<file path="src/rtl/avst_fifo_pkg.sv">
// Shared definitions for the Avalon-ST single-clock FIFO family.
//   SYMBOL_W         : bits per Avalon-ST symbol (one byte)
//   avst_pkt_flags_t : start/end-of-packet flags stored alongside a beat
//   empty_w()        : width of the 'empty' sideband for a given payload width
package avst_fifo_pkg;

  localparam int SYMBOL_W = 8;

  typedef struct packed {
    logic sop;
    logic eop;
  } avst_pkt_flags_t;

  // ceil(log2(symbols per beat)), never less than 1 so a single-symbol
  // stream still has a legal (constant-zero) empty field.
  function automatic int empty_w(int data_w);
    int symbols;
    int w;
    symbols = data_w / SYMBOL_W;
    w = 0;
    for (int i = 0; i < 32; i++) begin
      if ((1 << w) < symbols) w = w + 1;
    end
    return (w < 1) ? 1 : w;
  endfunction

endpackage

</file>
<file path="src/rtl/avst_fifo_mem.sv">
// Storage array for avst_sc_fifo.
//   clk   : write clock
//   we    : write enable
//   waddr : write address
//   wdata : write data
//   raddr : read address (combinational read, gives show-ahead output)
//   rdata : read data
// The array carries no reset; only the pointers in the parent are cleared.
module avst_fifo_mem #(
  parameter int DEPTH  = 16,
  parameter int W      = 32,
  parameter int ADDR_W = $clog2(DEPTH)
) (
  input  logic              clk,
  input  logic              we,
  input  logic [ADDR_W-1:0] waddr,
  input  logic [W-1:0]      wdata,
  input  logic [ADDR_W-1:0] raddr,
  output logic [W-1:0]      rdata
);

  logic [W-1:0] mem [DEPTH];

  always_ff @(posedge clk) begin
    if (we) mem[waddr] <= wdata;
  end

  assign rdata = mem[raddr];

endmodule

</file>
<file path="src/rtl/avst_sc_fifo.sv">
// Single-clock Avalon-ST show-ahead FIFO, ready latency 0 on both ports.
//   clk, areset         : clock, asynchronous active-high reset
//   flush               : synchronous clear of all contents
//   in_valid/ready/data : sink port
//   out_valid/ready/data: source port (out_data = head entry while out_valid)
//   level               : entries held, 0..DEPTH
//   almost_full/empty   : level >= AFULL_THRESH / level <= AEMPTY_THRESH
// Build option AVST_FIFO_PKT_EN adds sop/eop/empty sideband on both ports,
// stored with each beat and carried through unchecked.
module avst_sc_fifo
  import avst_fifo_pkg::*;
#(
  parameter int DATA_WIDTH    = 32,
  parameter int DEPTH         = 16,
  parameter int AFULL_THRESH  = 12,
  parameter int AEMPTY_THRESH = 2,
  localparam int ADDR_W       = $clog2(DEPTH),
  localparam int LVL_W        = $clog2(DEPTH) + 1
`ifdef AVST_FIFO_PKT_EN
  , localparam int EMPTY_W    = empty_w(DATA_WIDTH)
`endif
) (
  input  logic                  clk,
  input  logic                  areset,
  input  logic                  flush,
  input  logic                  in_valid,
  output logic                  in_ready,
  input  logic [DATA_WIDTH-1:0] in_data,
  output logic                  out_valid,
  input  logic                  out_ready,
  output logic [DATA_WIDTH-1:0] out_data,
`ifdef AVST_FIFO_PKT_EN
  input  logic                  in_sop,
  input  logic                  in_eop,
  input  logic [EMPTY_W-1:0]    in_empty,
  output logic                  out_sop,
  output logic                  out_eop,
  output logic [EMPTY_W-1:0]    out_empty,
`endif
  output logic [LVL_W-1:0]      level,
  output logic                  almost_full,
  output logic                  almost_empty
);

`ifdef AVST_FIFO_PKT_EN
  localparam int STORE_W = DATA_WIDTH + $bits(avst_pkt_flags_t) + EMPTY_W;
`else
  localparam int STORE_W = DATA_WIDTH;
`endif

  localparam logic [LVL_W-1:0]  LVL_ONE  = LVL_W'(1);
  localparam logic [ADDR_W-1:0] ADDR_ONE = ADDR_W'(1);

  logic [ADDR_W-1:0]  wr_ptr;
  logic [ADDR_W-1:0]  rd_ptr;
  logic               push;
  logic               pop;
  logic [STORE_W-1:0] wdata;
  logic [STORE_W-1:0] rdata;

  // Full/empty come only from level; pointers alone are ambiguous when equal.
  assign in_ready     = (level != LVL_W'(DEPTH));
  assign out_valid    = (level != '0);
  assign almost_full  = (level >= LVL_W'(AFULL_THRESH));
  assign almost_empty = (level <= LVL_W'(AEMPTY_THRESH));

  assign push = in_valid & in_ready;
  assign pop  = out_valid & out_ready;

`ifdef AVST_FIFO_PKT_EN
  avst_pkt_flags_t in_flags;
  avst_pkt_flags_t out_flags;

  assign in_flags.sop = in_sop;
  assign in_flags.eop = in_eop;
  assign wdata        = {in_flags, in_empty, in_data};
  assign {out_flags, out_empty, out_data} = rdata;
  assign out_sop      = out_flags.sop;
  assign out_eop      = out_flags.eop;
`else
  assign wdata    = in_data;
  assign out_data = rdata;
`endif

  // Control state: pointers and level. Flush takes priority over push/pop,
  // so a beat offered in the flush cycle is neither stored nor counted.
  always_ff @(posedge clk or posedge areset) begin
    if (areset) begin
      wr_ptr <= '0;
      rd_ptr <= '0;
      level  <= '0;
    end else if (flush) begin
      wr_ptr <= '0;
      rd_ptr <= '0;
      level  <= '0;
    end else begin
      if (push) wr_ptr <= wr_ptr + ADDR_ONE;
      if (pop)  rd_ptr <= rd_ptr + ADDR_ONE;
      if (push && !pop)      level <= level + LVL_ONE;
      else if (pop && !push) level <= level - LVL_ONE;
    end
  end

  avst_fifo_mem #(
    .DEPTH  (DEPTH),
    .W      (STORE_W),
    .ADDR_W (ADDR_W)
  ) u_mem (
    .clk   (clk),
    .we    (push & ~flush),
    .waddr (wr_ptr),
    .wdata (wdata),
    .raddr (rd_ptr),
    .rdata (rdata)
  );

endmodule

</file>
<file path="config.mk">
export PLATFORM = sky130hd
export DESIGN_NAME = avst_sc_fifo
export DESIGN_NICKNAME = d
export VERILOG_FILES = /design/src/rtl/avst_fifo_pkg.sv /design/src/rtl/avst_fifo_mem.sv /design/src/rtl/avst_sc_fifo.sv
export SDC_FILE = /design/constraint.sdc
export NUM_CORES = 1
export LEC_CHECK = 0
export ABC_AREA = 1
export CAP_MARGIN = 5
export CORE_ASPECT_RATIO = 1.5
export CORE_MARGIN = 2
export CORE_UTILIZATION = 65
export DETAILED_ROUTE_END_ITERATION = 16
export PLACE_DENSITY = 0.84
export SLEW_MARGIN = 10
export SYNTH_ARGS = -nofsm -noshare
export SYNTH_HDL_FRONTEND = slang
export SYNTH_SLANG_ARGS = --single-unit
</file>
<file path="constraint.sdc">
create_clock -name clk -period 4.19 [get_ports clk]
set_clock_uncertainty 0.15 [all_clocks]
set_input_delay 0.419 -clock clk [delete_from_list [all_inputs] [get_ports clk]]
set_output_delay 0.419 -clock clk [all_outputs]
set_load 0.01 [all_outputs]
</file>
Yosys cells after proc, flatten, opt, wreduce, memory -nomap -nowiden
Memories as Yosys holds them, arrays and structs flattened.
Cells that the tools add are included.
{"block": "word_totals", "latch_bits": 0, "rom_bits": 0, "elab_cells": 32, "inputBits": 37, "memories": 1, "ramBits": 512, "out_inout_bits": 41, "ff_bits": 13}
{"name": "u_mem.mem", "depth": 16, "width": 32, "read_ports": 1, "rd_clocked_by_memory_dff": 0, "wr": 1, "line": "avst_fifo_mem.sv:22", "text": "logic [W-1:0] mem [DEPTH];"}
{"block": "op_classes", "n_eq_ne": 1, "multipliers": 0, "addsub": 4, "order_cmp": 2, "mux": 9, "reduce_logical": 8, "bitwise_logic": 4, "shift": 0, "n_div": 0}
{"op": "two-way mux 4 bit", "count": 4}
{"op": "two-way mux 5 bit", "count": 3}
{"op": "adder 4 x 1 -> 4 bit, second input constant", "count": 2}
{"op": "adder 5 x 1 -> 5 bit, second input constant", "count": 1}
{"op": "greater-or-equal comparator 5 x 4 -> 1 bit, second input constant", "count": 1}
{"op": "less-or-equal comparator 5 x 2 -> 1 bit, second input constant", "count": 1}
{"op": "!= test 5 bit, second input constant", "count": 1}
{"op": "nonzero test 5 bit", "count": 1}
{"op": "subtractor 5 x 1 -> 5 bit, second input constant", "count": 1}
{"op": "nonzero test 2 bit", "count": 2}
{"op": "bitwise AND 1 bit", "count": 3}
{"op": "nonzero test 3 bit", "count": 1}
{"op": "logical AND 1 bit", "count": 2}
{"op": "zero test 1 bit", "count": 2}
{"op": "two-way mux 1 bit", "count": 2}
{"op": "inverter 1 bit", "count": 1}

Depth between registers and ports, before layout
Gate-level depths: netlist of run 1.
{"block": "depth", "ltp_word": 7, "ltp_mapped": 15, "ltp_nobuf": 15}

Modules after synthesis
From an unflattened synthesis of run 1, not the netlist that was laid out.
{"block": "hier_totals", "cells_unflattened": 2193, "hier_area_um2": 22940.8}
{"mod": "avst_fifo_mem", "area_per_inst_um2": 22089.9, "cells_each": 2088, "seq_area_each_um2": 15374.7, "instances": 1}
{"mod": "avst_sc_fifo", "area_per_inst_um2": 850.8, "cells_each": 105, "seq_area_each_um2": 325.3, "instances": 1}

Least setup slack after synthesis of run 1
Ideal clock, no wire load.
{"block": "synth_timing", "kind": "reg-to-reg", "from": "reg level[0]", "to": "mem u_mem.mem[11][0] (enable)", "synth_period_minus_slack_ns": 3.035, "path_buffers": 0, "setup_time_ns": 0.421, "stages_incl_launch_ff": 7, "t_required_ns": 3.619, "setup_slack_ns": 1.155, "arrival_time_ns": 2.464, "cell_sequence": "dfrtp_1 nor2_1 nand3_1 nand2_2 inv_2 nand2_1 nor2_1"}
{"block": "synth_between", "elab_chain_len": 5}
{"item": "start: declaration", "line": "avst_sc_fifo.sv:40", "text": "output logic [LVL_W-1:0] level,"}
{"item": "start signal: assignment", "line": "avst_sc_fifo.sv:99", "text": "if (push && !pop) level <= level + LVL_ONE;"}
{"item": "start signal: assignment", "line": "avst_sc_fifo.sv:100", "text": "else if (pop && !push) level <= level - LVL_ONE;"}
{"item": "!= test 5 bit", "line": "avst_sc_fifo.sv:62", "text": "assign in_ready = (level != LVL_W'(DEPTH));"}
{"item": "named net in_ready", "line": "avst_sc_fifo.sv:27", "text": "output logic in_ready,"}
{"item": "bitwise AND 1 bit", "line": "avst_sc_fifo.sv:67", "text": "assign push = in_valid & in_ready;"}
{"item": "bitwise AND 1 bit", "line": "avst_sc_fifo.sv:110", "text": ".we (push & ~flush),"}
{"item": "two-way mux 1 bit", "line": "avst_fifo_mem.sv:25", "text": "if (we) mem[waddr] <= wdata;"}
{"item": "two-way mux 1 bit (implied by the code)", "line": "avst_fifo_mem.sv:25"}
{"item": "end: declaration", "line": "avst_fifo_mem.sv:22"}
The timed path passes the listed nets, and every way through them passes these cells.

Final worst setup path of run 1
{"block": "layout_timing", "from": "reg rd_ptr[0]", "to": "out out_data[18]"}
{"block": "layout_between", "elab_chain_len": 1}
{"item": "start: declaration", "line": "avst_sc_fifo.sv:55", "text": "logic [ADDR_W-1:0] rd_ptr;"}
{"item": "start signal: assignment", "line": "avst_sc_fifo.sv:98", "text": "if (pop) rd_ptr <= rd_ptr + ADDR_ONE;"}
{"item": "memory read (16 x 32 bit)"}
{"item": "end: declaration", "line": "avst_sc_fifo.sv:31", "text": "output logic [DATA_WIDTH-1:0] out_data,"}
Every way passes these cells.

==> reports/metrics.cfg, run 1 <==
[synth]
ys_warn_count=0
yosys.area.top_type=edfxtp_1
yosys-top-cells-area=edfxtp_1 (73%), nor2_1 (6.4%), o21ai_0 (5.2%)
synth_area_per_cell_um2=13.0
syn_area_um2=21000
synth_nets=1662
synth-seq-cells=525
synthCells=1615
netlist-cell-type-count=27
seq_area_frac_synth_pct=74.6
synth.top_cell.area_share_pct=73.1

[setup_path]
path_cells=buf_12 -> o21ai_0 -> o211ai_1 -> nand3_1 -> nand2_1 -> clkdlybuf4s50_1
regToRegEndpoint=u_mem.mem[3][31]
crit_buf_inv=2
critical-path-max-stage-delay_ns=0.73
crit_path_end_kind=primary output
r2r_start=level[2]
cp_max_fo=282
path_delay_family=buffers and inverters
cp.required_ns=3.62
path_class=flop to primary output
path_depth=6
start_kind=flop
arrival_ns=3.31
reg2reg_depth=7
rrSetupSlack_ns=1.28
slowest_stage=buf_12

[finish]
regArea_um2=15700
diodes=0
area_delta_synth_final_pct=12.9
final_cells=2108
multiInputGateArea_um2=4750
final_nets=1710
final.fill_count=1795
drive_gt1_share_pct=7.24

[clock_network]
cts-htree-levels=2
tritoncts=yes
clk_path_buf_depth=3
postCtsHoldBufs=0
cts_buffers=44
clk_root_buffer_cell=clkbuf_16
clk_pin_slew_ns=0.07
postCtsSetupBuffers=0
clock-sinks=525
cts.repair.resized=0
insertion_delay_ns=0.55

[grt]
grt-ovfl-total=0
grtUsageTotal_pct=30.3
antenna_found_initial=0
grt_first_pass_wirelength_um=76700
first_global_vias=13898
grt_max_degree=283

[timing]
fmax_mhz=258
slew_headroom_pct=14.6
finalSetupViolCount=0
period_minus_slack_ns=3.88
slew_viol_final=0
worst_pin_slew_ns=1.28
setup-tns-final_ns=0
period_share_pct=92.6
rsz0062_at_grt=no
hold_viol_final=0

[floorplan]
fp.dieW_um=151
io_pins=78
dieHeight_um=224
core_area_um2=31800
rows=80
start_util_pct=66.1
die_area_um2=33800

[power_and_ir_drop]
p_per_area_nw_per_um2=551
vdd_ir_drop_max_v=0.000459
p_leak_nw=7.70

[drt]
firstDrtPassIters=6
routed_wl_um=50700
drc=0
antenna_left=0
drt-initial-drc-count=1822
num_vias=13722
wl_per_cell_um=24.1
via_per_inst=6.51

[placed_design]
dp_hpwl_um=26800
io_buffer_count=77
placed_cells=2026
gp_congestion=0.760

[outcome]
outcome=complete, no violations

[min_path]
min_path_type=input pin to async pin

[run]
cap_violations=0

==> report_power, final <==
part	total [W]	leakage [nW]	switching, W	internal [W]
Clock	0.00413	0.719	0.00179	0.00234
Sequential	0.00595	4.78	0.0000827	0.00587
Combinational	0.00302	2.20	0.00194	0.00108
Total	0.0131	7.70	0.00382	0.00929
==> layer usage <==
layer | global-route usage [%] | up-vias | wire, um
li1 | - | 6018 | -
met1 | 39.3 | 6649 | 17700
met2 | 50.6 | 898 | 26500
met3 | 4.81 | 157 | 4590
met4 | 14.2 | 0 | 1960
met5 | 0 | - | 0
==> cell type report <==
type / instances / share of cell area (%)
well taps: 410 / 2.16
clock inverters: 31 / 1.27
clock buffers: 50 / 4.82
inverters: 40 / 0.653
flip-flops and latches: 525 / 66.1
repair buffers: 108 / 4.99
multi-input cells: 944 / 20.0
==> kinds of logic (layout without fill, tap and decap cells) <==
family / Yosys count / after routing / share of synthesized area [%]
xor+xnor: 2 / 2 / 0.0833
buf+inv: 146 / 229 / 3.37
compound gates: 420 / 420 / 11.6
flops: 525 / 525 / 74.6
simple gates: 512 / 512 / 9.71
fa+ha+maj: 10 / 10 / 0.630
==> registers in the layout, indices dropped and copies added, names as in the netlist <==
signal / count
u_mem.mem: 512
wr_ptr: 4
rd_ptr: 4
level: 5
==> worst max path at each step <==
| stage | startpoint | endpoint | slack [ns] |
|---|---|---|---|
| final | rd_ptr[0] | out_data[18] | 0.31 |
| after global routing | rd_ptr[0] | out_data[18] | 0.1 |
| after CTS | rd_ptr[0] | out_data[16] | 0.40 |
| after detailed placement | flush | u_mem.mem[10][15] | 0.84 |
| after global placement | flush | u_mem.mem[11][13] | 0.91 |
| after floorplan | level[0] | u_mem.mem[11][0] | 1.16 |
==> through the flow <==
stage | worst slack [ns] | cell area [um^2] | hold slack, ns | total power [W] | utilization, %
finish | 0.312 | 23800 | 0.0400 | 0.0131 | 74.6
global route | 0.0965 | 23800 | 0.102 | 0.0136 | 74.6
CTS | 0.404 | 23700 | 0.0507 | 0.0131 | 74.6
detailed placement | 0.840 | 22300 | 0.452 | 0.00902 | 70.0
global placement | 0.908 | 22300 | 0.431 | 0.00888 | 70.0
floorplan | 1.16 | 21000 | 0.146 | 0.00795 | -
==> placed cells by master (no fill, tap or decap), types with 2 or more instances in the layout <==
cell / synthesis / layout
o21ai_1: 42 / 42
dfrtp_4: 0 / 2
edfxtp_1: 512 / 512
dfrtp_1: 13 / 9
clkinv_2: 0 / 11
nand2_2: 2 / 2
o211ai_1: 128 / 128
nand3_1: 85 / 85
dfrtp_2: 0 / 2
clkdlybuf4s50_1: 0 / 77
clkbuf_16: 0 / 45
buf_4: 10 / 17
inv_6: 0 / 3
ha_1: 9 / 9
inv_1: 37 / 35
nor2_4: 0 / 16
nand2_1: 63 / 63
inv_2: 2 / 2
nor3_1: 2 / 2
a21oi_1: 29 / 29
buf_12: 0 / 13
clkbuf_1: 43 / 5
o21ai_0: 220 / 220
clkinv_1: 1 / 13
nor2_1: 359 / 343
bufinv_16: 0 / 6
==> synth_stat cells, drive strengths merged <==
cell type  number
a21oi          30
buf            55
clkbuf         51
clkinv          1
dfrtp          13
edfxtp        512
fa              1
ha              9
inv            39
nand2          66
nand3          85
nor2          359
nor3            2
o211ai        128
o21ai         262
xnor2           1
xor2            1
Note: power is estimated with default switching activity, not from simulation.
==> run 2: changes to the inputs <==
--- a/config.mk
+++ b/config.mk
@@ -8,11 +8,9 @@
 export ABC_AREA = 1
 export CAP_MARGIN = 5
 export CORE_ASPECT_RATIO = 1.5
-export CORE_MARGIN = 2
-export CORE_UTILIZATION = 65
+export CORE_MARGIN = 3
+export CORE_UTILIZATION = 35
 export DETAILED_ROUTE_END_ITERATION = 16
-export PLACE_DENSITY = 0.84
-export SLEW_MARGIN = 10
 export SYNTH_ARGS = -nofsm -noshare
 export SYNTH_HDL_FRONTEND = slang
 export SYNTH_SLANG_ARGS = --single-unit
==> reports/metrics.cfg, run 2 (synthesized netlist as in run 1, its figures left out) <==
[finish]
layout_top_registers=u_mem.mem: 512 flops, level: 5 flops
regMostFlops=u_mem.mem
regArea_um2=15700
final_cell_mix=edfxtp_1 (512), nor2_1 (343), o21ai_0 (220)
final_cells=2477
final.fill_count=5473
largest_register_ffs=512
drive_gt1_share_pct=7.24
area_delta_synth_final_pct=15.4
final_nets=1715
final_common_cell=edfxtp_1
multiInputGateArea_um2=4750

[clock_network]
clk_pin_slew_ns=0.06
postCtsHoldBufs=0
tritoncts=yes
insertion_delay_ns=0.55
clk_root_buffer_cell=clkbuf_16
cts_buffers=45
cts.repair.resized=0
cts-htree-levels=2
clock-sinks=525
clk_path_buf_depth=3

[timing]
finalSetupViolCount=0
period_share_pct=89.6
slew_headroom_pct=27.6
period_minus_slack_ns=3.76
timing.hold.ws_ns=0.0780
rsz0062_at_grt=no
setup-tns-final_ns=0
fmax_mhz=266
hold_viol_final=0
worst_pin_slew_ns=1.09
slew_viol_final=0
fin_ws_ns=0.434

[power_and_ir_drop]
p_per_area_nw_per_um2=535
p_sw_share_pct=28.8
seq_power_share_pct=46.0
power_w=0.0130
pwr-share-clk_pct=31.4
combinationalPowerShare_pct=22.7
vdd_ir_drop_max_v=0.000386
p_sw_w=0.00373
p_int_w=0.00924
p_leak_nw=7.71

[floorplan]
io_pins=78
start_util_pct=35.5
die_area_um2=63100
rows=109
dieHeight_um=306
core_area_um2=59200
fp.dieW_um=206

[setup_path]
path_cells=buf_12 -> o21ai_0 -> o211ai_1 -> nand3_1 -> nand2_1 -> clkdlybuf4s50_1
crit_end=out_data[11]
cp.required_ns=3.62
path_depth=6
rrSetupSlack_ns=1.53
arrival_ns=3.19
crit_buf_inv=2
critical-path-max-stage-delay_ns=0.72
start_kind=flop
regToRegEndpoint=u_mem.mem[8][0]
crit_start=rd_ptr[0]
path_class=flop to primary output
r2r_start=level[2]
crit_path_end_kind=primary output
path_delay_family=buffers and inverters
reg2reg_depth=7
slowest_stage=dfrtp_4
cp_max_fo=155

[placed_design]
dp_slack_ns=0.854
gp_congestion=0.753
dp_hpwl_um=26500
io_buffer_count=77
placed_cells=2397

[grt]
grt_first_pass_wirelength_um=78200
grtUsageTotal_pct=16.2
grt-ovfl-total=0
antenna_found_initial=2
grt_max_degree=211
first_global_vias=13066

[outcome]
outcome=complete, no violations

[drt]
via_per_inst=5.28
routed_wl_um=52000
antenna_left=0
num_vias=13074
drt-initial-drc-count=1304
firstDrtPassIters=5
drc=0
wl_per_cell_um=21.0

[min_path]
min_path_type=input pin to async pin

[run]
cap_violations=0

run 2: cell count changes in the layout (fill, tap and decap cells not counted), moves of 2 or more:
cell       before  now
buf_12         13   19
clkinv_1       13    8
inv_2           2    4
bufinv_16       6    4
clkinv_2       11    6
clkbuf_1        5   11
inv_6           3    1
run 2: worst min-delay path by stage:
stage,start,slack (ns),endpoint
floorplan,areset,0.15,level[0]
global placement,level[4],0.45,level[4]
detailed placement,level[3],0.44,level[3]
CTS,areset,0.08,level[4]
global route,areset,0.12,level[4]
finish,areset,0.08,level[4]
run 2: repair_timing:
| action | CTS | global route |
|---|---|---|
| endpoints found under the hold margin | 0 | 0 |
| buffers inserted | 0 | 1 |
| endpoints found under the setup margin | 0 | 1 |
run 2: power by group through the flow:
stage	combinational [W]	sequential, W	clock (W)
after detailed placement	0.00292	0.00610	0
after global placement	0.00286	0.00609	0
after CTS	0.00293	0.00598	0.00414
after global routing	0.00329	0.00598	0.00432
final	0.00294	0.00596	0.00407
after floorplan	0.00192	0.00604	0
run 2: metal layers:
metal | share of wire, % | global-route usage, %
met4 | 3.1 | 6.32
met1 | 42 | 20.7
met2 | 50 | 27.9
met3 | 4.8 | 2.25
met5 | 0.038 | 0
run 2: worst register-to-register path, stage by stage (launching register included):
cell	delay (ns)
dfrtp_1	0.47
nor2_1	0.11
nand3_1	0.13
nand2_2	0.11
inv_2	0.16
nand2_1	0.26
nor2_4	0.65
buf_4	0.32
run 2: cell type report:
type                            count  share of cell area [%]
Multi-Input combinational cell    944                    19.6
Clock inverter                     21                   0.887
Inverter                           40                   0.639
Sequential cell                   525                    64.7
Tap cell                          777                    4.01
Antenna cell                        1                  0.0103
Clock buffer                       57                    4.91
Timing Repair Buffer              112                    5.24
run 2: metrics by stage:
step,cell area (um^2),utilization [%]
after global placement,22800,38.6
after floorplan,21000,-
after CTS,24200,41.0
after detailed placement,22800,38.6
final,24300,41.0
after global routing,24300,41.0
==> patch 1: new RTL, config.mk and constraints of run 1 <==
Add a define of `AVST_FIFO_PKT_EN`.
--- a/src/rtl/avst_sc_fifo.sv
+++ b/src/rtl/avst_sc_fifo.sv
@@ -7,6 +7,8 @@
 //   almost_full/empty   : level >= AFULL_THRESH / level <= AEMPTY_THRESH
 // Build option AVST_FIFO_PKT_EN adds sop/eop/empty sideband on both ports,
 // stored with each beat and carried through unchecked.
+`define AVST_FIFO_PKT_EN
+
 module avst_sc_fifo
   import avst_fifo_pkg::*;
 #(
Interface: changed (6 added); port bits go from 78 to 86. No check against the original RTL was run, so the function may have changed too.
==> patch 1 against run 1 <==
Maximum frequency is 0.86% higher; design area rose by 12%; total power up 12%; synthesized area increased by 12%; routed wire length increased by 10%; clock power rose by 15%; sequential cell count grew 64; combinational power is 6.6% higher; worst setup slack better by 0.033 ns; sequential share of layout area rose by 0.15 points; count of clock-buffer cells in the layout is 15 higher.
==> patch 1: results (changes against run 1) <==
The logs give 27700 um (+3.5%) for the estimated wirelength of the detail-placed design and 49 (+11%) for the CTS buffer count. The largest registers in the layout are u_mem.mem (576), level (5). The tools report the minimum setup slack after placement as 1.07 ns (+0.227 ns). Total via count after detailed routing: 15400 (+12%). The data arrival time of the worst path is 3.28 ns (-0.03 ns), and the share of the synthesized netlist area taken by xor and xnor gates is 0.000742 (-0.0000910). The mean post-synth cell area was 13.1 sq um (+0.67%). The run finished with clean final reports. The clock insertion delay at the later pin of the skew report was 0.57 ns (+0.02 ns).

The logs give 166 (-41%) for the maximum number of pins on one net before global-route repair and 4.75 mW (+15%) for the clock network power. The via density per instance was 6.51 (about the same). The fraction of the mapped netlist area in compound gates was 0.116 (+0.000607); the global-route wire length before repair was 85700 um (+12%). The run gives 2055 (+14%) as the fill cell total of the finished layout. Post-synthesis adder-cell area fraction: 0.00562 (-0.000689). Endpoint of the worst register-to-register path: u_mem.mem[6][2]. Worst reg-to-reg setup slack: 1.45 ns (+0.17 ns). The fraction of final layout cells sized beyond drive strength 1 came out at 0.0746 (+0.00213). The total non-filler cell area in the finished layout was 0.0266 sq mm (+12%). The startpoint identified for the worst register-to-register timing path is level[0]. Power consumed by combinational cells: 3.22 mW (+6.6%). The initial antenna violation count is 1 (+1), and the number of global-route vias before repair is 15600 (+12%). By count the netlist is led by 576 x edfxtp_1, 390 x nor2_1, 278 x o21ai_0, 144 x o211ai_1, 92 x nand3_1.

The sequential cell area fraction in the yosys report is 0.746 (about the same), and the clock group share of total power is 0.324 (+0.009). The highest net fanout along the worst path came out at 68 (-76%). The tools report the end point of the critical path as out_data[24]. The tools report the maximum VDD drop as 0.000343 V (-25%). The logs give 55900 um (+10%) for the final wirelength and 0.804 (+5.7%) for the last weighted congestion value of the routability-driven placer. The run gives 29 (+7.4%) as the count of unique library cells instantiated by Yosys.
==> patch 1: area by class of cell <==
class,instances,area share
diodes,1,0.0000941
clock buffers,65,0.0518
clock inverters,24,0.0112
inverters,48,0.00696
multi-input cells,1044,0.197
flip-flops and latches,589,0.663
well taps,478,0.0225
repair buffers,121,0.0478
==> patch 1: critical path, stage by stage, from the launching register on <==
cell and delay (ns):
dfrtp_4 0.55, inv_6 0.43, buf_12 0.34, nor2_1 0.08, nor2_1 0.10, o21ai_0 0.16, o211ai_1 0.18, nand3_1 0.12
nand2_1 0.12, clkdlybuf4s50_1 0.54
==> patch 1: layer usage <==
metal,wire length (um),vias to the layer above,global-route usage
met2,28400,1022,0.503
li1,-,6712,-
met1,19500,7508,0.377
met4,2480,0,0.152
met5,0,-,0
met3,5540,179,0.0421
==> patch 2: new RTL, config.mk and constraints of run 1 <==
Without the edit above. Reset style: synchronous (`areset`), changed in one clocked block. Comments in the files are not updated.
--- a/src/rtl/avst_sc_fifo.sv
+++ b/src/rtl/avst_sc_fifo.sv
@@ -84,7 +84,7 @@
 
   // Control state: pointers and level. Flush takes priority over push/pop,
   // so a beat offered in the flush cycle is neither stored nor counted.
-  always_ff @(posedge clk or posedge areset) begin
+  always_ff @(posedge clk) begin
     if (areset) begin
       wr_ptr <= '0;
       rd_ptr <= '0;
Behaviour: differs if areset is asserted again (counterexample within 4 cycles, from zero or initial values and one cycle with areset high); with areset held inactive, the same outputs for 4 cycles.
==> patch 2 against run 1 <==
Cell count up 31%; die area up 9.0%; sequential cell count up 4; design area up 7.7%; maximum frequency up 3.5%; global-route usage down 0.91 points; worst setup slack better by 0.13 ns; routed wire length up 6.1%; critical path type unchanged; core utilization down 1.5 points; synthesized area up 9.3%.
Power is not compared: it rests on default switching activity, and its combinational part moved more than twofold at a synthesized area within 25%.
==> patch 2: results (changes against run 1) <==
The first-pass iteration count of the detailed router is 6 (unchanged). The sequential cell area fraction in the yosys report came out at 0.684 (-0.0626). The estimated wirelength of the detail-placed design came out at 28300 um (+5.8%). The number of DRC markers after the initial detailed-route iteration is 2014 (+11%). The final-stage net count is 2308 (+35%). Cell area after placement: 0.0241 sq mm (+8.1%). The min-delay analysis places its worst path in the category flip-flop to flip-flop. For the data arrival time of the worst path, the log shows 3.18 ns (-0.13 ns). The cell chosen for the clock root was clkbuf_16.

Mean post-synth cell area: 10.4 sq um (-20%). By count the netlist is led by 696 x nand2_1, 512 x edfxtp_1, 407 x inv_1, 398 x nand3_1, 45 x buf_2. The normalized max-slew margin is 0.276 (+0.130), and the share of async-settable or async-resettable flops after synthesis is 0 (-0.0248). The number of input and output port buffers inserted is 77 (unchanged). For this design the total switching power over the nets is 2.63 mW. The slowest stage cell on the critical path was clkdlybuf4s50_1. The total number of yosys warnings came out at 0 (unchanged). The tools report the net count after synthesis as 2254 (+36%).

The initial antenna violation count is 1 (+1), and the maximum number of pins on one net before global-route repair is 257 (-9.2%). For this design the static power due to leakage is 10.7 nW. The clock insertion delay at the later pin of the skew report came out at 0.55 ns (about the same). The number of H-tree branching levels was 2 (unchanged); the number of global-route vias before repair was 15500 (+11%).

The worst-case reg-to-reg path depth works out to 7 (unchanged). The fraction of power spent switching nets works out to 0.233. The kind of cell with the highest combined delay along the critical path is buffers and inverters. By area the synthesized netlist is led by edfxtp_1 67%, nand2_1 11%, nand3_1 8.7%.

The global-route total usage across every layer is 0.294 (-0.00907), and the count of unique library cells instantiated by Yosys is 23 (-15%). The largest stage delay on the critical path is 0.55 ns (-0.18 ns), and the power consumed by combinational cells is 1.18 mW. Maximum buffer depth of the clock tree: 3 (unchanged).

The via density per instance is 5.67 (-13%). The run gives 2769 (+31%) as the final cell count without fillers. The tools report the number of resized instances in the post-cts repair step as 0 (unchanged). The highest net fanout along the worst path was 195 (-31%); the average detailed-routed wire length per instance was 19.4 um (-19%).

The last weighted congestion value of the routability-driven placer was 0.824 (+8.4%); the fraction of final layout cells sized beyond drive strength 1 was 0.0523 (-0.0202). The CTS buffer count is 46 (+4.5%). The clock-pin slew reported for the worst setup and hold paths after clock tree synthesis works out to 0.07 ns (about the same). The count of buffers added by post-CTS timing repair for setup is 0 (unchanged), and the total non-filler cell area in the finished layout is 0.0256 sq mm (+7.7%). The placed cell count was 2684 (+32%); the fill cell total of the finished layout was 2148 (+20%). The flow ran to the end, and the final reports show no timing, DRC or antenna violations.

For the global-route wire length before repair, the log shows 81500 um (+6.2%).
patch 2: worst paths after layout:
check                 start              end  slack (ns)
hold / removal    rd_ptr[2]        flip-flop        0.36
setup reg to reg   level[0]  u_mem.mem[5][7]        1.51
setup / recovery  flip-flop     out_data[13]        0.44
hold reg to reg   rd_ptr[2]        flip-flop        0.36
patch 2: cell type report:
| type | count | share of cell area |
|---|---|---|
| Sequential cell | 529 | 0.615 |
| Multi-Input combinational cell | 1162 | 0.201 |
| Inverter | 410 | 0.0604 |
| Clock buffer | 56 | 0.0473 |
| Timing Repair Buffer | 111 | 0.0438 |
| Tap cell | 473 | 0.0231 |
| Clock inverter | 27 | 0.00998 |
| Antenna cell | 1 | 0.0000978 |
patch 2: cells by family (layout without fill, tap and decap cells):
logic type	count (synthesis)	in the layout	synth area share
AND/OR/NAND/NOR	1130	1130	0.207
flip-flops	529	529	0.684
buffers and inverters	515	604	0.0983
AO/OA/AOI/OAI	18	18	0.00392
adder cells (fa/ha/maj)	11	11	0.00631
XOR/XNOR	3	3	0.00114
other	0	1	0
patch 2: metal layers:
metal | track usage | vias up | part of all wire
met5 | 0 | - | 0
li1 | - | 7212 | -
met4 | 0.170 | 0 | 0.053
met3 | 0.0442 | 201 | 0.088
met1 | 0.358 | 7359 | 0.35
met2 | 0.502 | 920 | 0.51
patch 2: stage by stage:
| step | hold slack [ns] | setup WS (ns) |
|---|---|---|
| 6_report | 0.361 | 0.443 |
| 5_1_grt | 0.388 | 0.325 |
| 4_1_cts | 0.361 | 0.546 |
| 3_5_place_dp | 0.353 | 1.16 |
| 3_3_place_gp | 0.342 | 1.18 |
| 2_1_floorplan | 0.330 | 1.29 |
